File: src/rtl/logic_unit_seq.sv
// Multi-cycle bitwise logic unit: latches operands, then evaluates CHUNK bits per cycle LSB-first.
// state | meaning: IDLE accepting operands | BUSY writing one slice per cycle | DONE result held for consumer
module logic_unit_seq #(
   parameter int WIDTH = 32,
   parameter int CHUNK = 8
) (
   input  logic             clk_i,
   input  logic             rst_ni,
   input  logic             in_valid_i,
   output logic             in_ready_o,
   input  logic [2:0]       op_i,
   input  logic [WIDTH-1:0] a_i,
   input  logic [WIDTH-1:0] b_i,
   output logic             out_valid_o,
   input  logic             out_ready_i,
   output logic [WIDTH-1:0] result_o,
   output logic             zero_o,
   output logic             err_o
);

   localparam int NCHUNK = WIDTH / CHUNK;
   localparam int IDXW   = (NCHUNK > 1) ? $clog2(NCHUNK) : 1;

   typedef enum logic [1:0] {
      ST_IDLE = 2'd0,
      ST_BUSY = 2'd1,
      ST_DONE = 2'd2
   } state_t;

   state_t           state_q;
   logic             in_ready_q;
   logic             out_valid_q;
   logic             zero_q;
   logic             err_q;
   logic [2:0]       op_q;
   logic [IDXW-1:0]  idx_q;
   logic [WIDTH-1:0] a_q;
   logic [WIDTH-1:0] b_q;
   logic [WIDTH-1:0] result_q;

   logic [CHUNK-1:0] a_slice;
   logic [CHUNK-1:0] b_slice;
   logic [CHUNK-1:0] slice_d;
   logic [WIDTH-1:0] result_d;
   logic             last_slice;

   always_comb begin
      a_slice = a_q[idx_q*CHUNK +: CHUNK];
      b_slice = b_q[idx_q*CHUNK +: CHUNK];
      slice_d = '0;
      case (op_q)
         3'b000:  slice_d = a_slice | b_slice;
         3'b001:  slice_d = a_slice & b_slice;
         3'b010:  slice_d = a_slice ^ b_slice;
         3'b011:  slice_d = ~(a_slice | b_slice);
         3'b100:  slice_d = ~(a_slice & b_slice);
         3'b101:  slice_d = ~(a_slice ^ b_slice);
         3'b110:  slice_d = a_slice & ~b_slice;
         default: slice_d = '0;
      endcase
      result_d = result_q;
      result_d[idx_q*CHUNK +: CHUNK] = slice_d;
      last_slice = (idx_q == IDXW'(NCHUNK - 1));
   end

   always_ff @(posedge clk_i) begin
      if (!rst_ni) begin
         state_q     <= ST_IDLE;
         in_ready_q  <= 1'b1;
         out_valid_q <= 1'b0;
         zero_q      <= 1'b0;
         err_q       <= 1'b0;
         op_q        <= '0;
         idx_q       <= '0;
         a_q         <= '0;
         b_q         <= '0;
         result_q    <= '0;
      end else begin
         case (state_q)
            ST_IDLE: begin
               if (in_valid_i && in_ready_q) begin
                  a_q        <= a_i;
                  b_q        <= b_i;
                  op_q       <= op_i;
                  idx_q      <= '0;
                  result_q   <= '0;
                  zero_q     <= 1'b0;
                  err_q      <= 1'b0;
                  in_ready_q <= 1'b0;
                  state_q    <= ST_BUSY;
               end
            end
            ST_BUSY: begin
               result_q <= result_d;
               if (last_slice) begin
                  // zero looks at the whole word including the slice written this edge
                  idx_q       <= '0;
                  zero_q      <= (result_d == '0);
                  err_q       <= (op_q == 3'b111);
                  out_valid_q <= 1'b1;
                  state_q     <= ST_DONE;
               end else begin
                  idx_q <= idx_q + IDXW'(1);
               end
            end
            ST_DONE: begin
               if (out_ready_i) begin
                  out_valid_q <= 1'b0;
                  in_ready_q  <= 1'b1;
                  state_q     <= ST_IDLE;
               end
            end
            default: begin
               state_q     <= ST_IDLE;
               in_ready_q  <= 1'b1;
               out_valid_q <= 1'b0;
            end
         endcase
      end
   end

   assign in_ready_o  = in_ready_q;
   assign out_valid_o = out_valid_q;
   assign result_o    = result_q;
   assign zero_o      = zero_q;
   assign err_o       = err_q;

endmodule

File: config.mk
export PLATFORM = sky130hd
export DESIGN_NAME = logic_unit_seq
export DESIGN_NICKNAME = d
export VERILOG_FILES = /design/src/rtl/logic_unit_seq.sv
export SDC_FILE = /design/constraint.sdc
export NUM_CORES = 1
export LEC_CHECK = 0
export ABC_AREA = 1
export BUFFER_PORTS_ARGS = -buffer_cell sky130_fd_sc_hd__buf_2
export CAP_MARGIN = 10
export CORE_ASPECT_RATIO = 1.75
export CORE_MARGIN = 5
export CORE_UTILIZATION = 40
export DETAILED_ROUTE_END_ITERATION = 16
export GPL_TIMING_DRIVEN = 1
export PLACE_DENSITY_LB_ADDON = 0.2
export SYNTH_ARGS = -nofsm -noshare
export SYNTH_HDL_FRONTEND = slang
export SYNTH_SLANG_ARGS = --single-unit
File: constraint.sdc
create_clock -name clk_i -period 5.6 [get_ports clk_i]
set_clock_uncertainty 0.15 [all_clocks]
set_input_delay 1.68 -clock clk_i [delete_from_list [all_inputs] [get_ports clk_i]]
set_output_delay 1.68 -clock clk_i [all_outputs]
set_load 0.02 [all_outputs]
==> flow_summary.yaml <==
sta:
  period_share_pct: 65.7
  worst_slack_ns: 1.92
  finalSetupViolCount: 0
  max_slew_margin_pct: 34.5
  timing.fmax_mhz: 272
  whs_ns: 0.324
  rsz0062_at_grt: "false"
  finalHoldViolations: 0
  finalSetupTns_ns: 0
  drv_slew: 0
  worstMarginPinSlew_ns: 0.981
  period_needed_ns: 3.68
power_and_ir_drop:
  leakage_uw: 0.00301
  ir_worst_vdd_mv: 0.133
  power-per-cell-area_nw_per_um2: 295
  p_total_uw: 1960
yosys:
  synth.largest_area_cell: "dfxtp_1"
  synth_edf_count: 0
  synth.area.top_cells: "dfxtp_1, nand2_1, nor2_1"
  syn_area_sq_um: 5720
  synth_top_area_share_pct: 37.4
  syn-num-nets: 969
  synthesis.instances: 868
  syn_area_per_cell_sq_um: 6.59
  yosys_warnings: 0
  ys_seq_area_share_pct: 37.4
  ys_top_cells_by_count: "nand2_1, nor2_1, dfxtp_1, o21ai_0, a21oi_1"
  synth.most_common_cell: "nand2_1"
  synth-main-ff-cell: "dfxtp_1"
  ys_ff_latch: 107
  async_flop_share_pct: 0
  synthDistinctLibCells: 27
critical_path:
  path_max_fanout: 36
  crit_buf_inv: 4
  crit_slowest_cell: "dfxtp_2"
  path_cells: "buf_4 > clkinv_1 > buf_4 > nand2_1 > a32oi_1 > inv_1 > ha_1 > nand4_1 > nand2_1 > nor2_1 > nand2_1 > nand2_1 > nand2_1 > nor2_1 > nand3_1 > nor2_1 > nand2_1 > nor2_1 > nor2_1 > nor2_1"
  cpLargestDelayFamily: "simple AND/OR/NAND/NOR gates"
  cp.required_ns: 5.74
  crit_type: "flop to flop"
  worstSetupStartpointType: "flop"
  crit_path_end_kind: "flop"
  crit_arrival_ns: 3.82
  slowest_delay_ns: 0.46
floorplanning:
  dieWidth_um: 100
  num_rows: 58
  die_area_sq_um: 16900
  start_util_pct: 40.2
  core-area_sq_um: 14200
  die_h_um: 168
  ioPinCount: 107
cells_and_area:
  antenna_cells: 0
  area_growth_pct: 15.8
  layout-drive-gt1-share_pct: 14.9
  design_area_sq_um: 6630
  fin_nets: 1040
  fillCellCount: 1573
global_routing:
  grt.overflow.total: 0
  grt_pass1_vias: 5513
  grt_pass1_wl_um: 26700
  top_usage_layer: "met2"
  grt_usage_pct: 19.5
  gr-usage-met2_pct: 35.4
  met3_usage_pct: 3.11
  grt_max_degree: 73
  use_met1_pct: 22.0
  antenna_found_initial: 0
clock_tree:
  insertion_delay_ns: 0.35
  htreeDepth: 3
  clockRootBuffer: "clkbuf_16"
  hold_buffers: 0
  postCtsSetupBuffers: 0
  clockBufferDepth: 2
  cts_resized: 0
  cts_tree: "done"
  cts.sinks: 107
  path_clk_slew_ns: 0.08
  cts_made_buffers: 9
drt:
  wire_per_inst_um: 14.6
  dr.pass1.iters: 5
  drc: 0
  viasPerCell: 5.11
  final_antenna_net_count: 0
  vias: 5745
  routed_wl_um: 16400
  first_iter_violations: 434
placed_design:
  place.gp.congestion: 0.828
  dpl_cell_area_sq_um: 6340
  port_buffers: 106
  pre_cts_ws_ns: 1.92
  place_hpwl_um: 12000
run:
  maxCapViolations: 0
run_status:
  status: "complete, no violations"
worst_hold_path:
  worstHoldPathType: "flop to flop"
stage by stage:
| step | util, % | instances |
|---|---|---|
| floorplan | - | 868 |
| global placement | 44.5 | 1108 |
| detailed placement | 44.5 | 1108 |
| CTS | 46.6 | 1124 |
| global route | 46.6 | 1124 |
| finish | 46.6 | 1124 |
registers in the layout (all words and copies together) (netlist names):
register / count
in_ready_o: 1
op_q: 3
b_q: 32
idx_q: 2
state_q: 2
a_q: 32
err_o: 1
out_valid_o: 1
zero_o: 1
result_o: 32
worst paths after layout:
kind / from / endpoint / slack [ns] / cells past startpoint
min: out_valid_o$_SDFFE_PN0P_ / out_valid_o$_SDFFE_PN0P_ / 0.32 / 1
max: idx_q[0]$_SDFFE_PN0P_ / zero_o$_SDFFE_PN0P_ / 1.92 / 20
min reg2reg: out_valid_o$_SDFFE_PN0P_ / out_valid_o$_SDFFE_PN0P_ / 0.32 / 1
max reg2reg: idx_q[0]$_SDFFE_PN0P_ / zero_o$_SDFFE_PN0P_ / 1.92 / 20
routing by layer:
layer	up-vias	part of all wire [%]
met5	-	0
li1	2985	-
met1	2574	40
met3	37	4.8
met2	149	52
met4	0	3.3
cells by family after synthesis:
family	Yosys count	share of synthesized area, %
simple gates	478	34.6
compound gates	150	14.4
flops	107	37.4
buf+inv	103	7.06
fa+ha+maj	30	6.56
final cells by class:
class                   count  area, sq um  area share (%)
multi-input cells         658         3190            48.1
flip-flops and latches    107         2140            32.3
repair buffers            116          606            9.14
clock buffers              10          229            3.46
well taps                 180          225            3.40
inverters                  47          176            2.66
clock inverters             6         61.3           0.925
layout by cell type (no fill, tap or decap), drive strengths merged, types with 15 or more instances in the layout:
cell   synthesis  layout
a32oi         16      16
nand3         15      15
buf           10     116
nand2        220     220
dfxtp        107     107
nand4         52      52
a21oi         54      54
inv           43      45
nor2         184     184
ha            30      30
o21ai         75      75
power by group:
| part | switching, uW | internal (uW) | leakage [uW] | total [uW] |
|---|---|---|---|---|
| Combinational | 313 | 148 | 0.00199 | 461 |
| Sequential | 49.2 | 818 | 0.000878 | 867 |
| Clock | 315 | 313 | 0.000138 | 628 |
| Total | 678 | 1280 | 0.00301 | 1960 |
(Power assumes the default switching activity.)
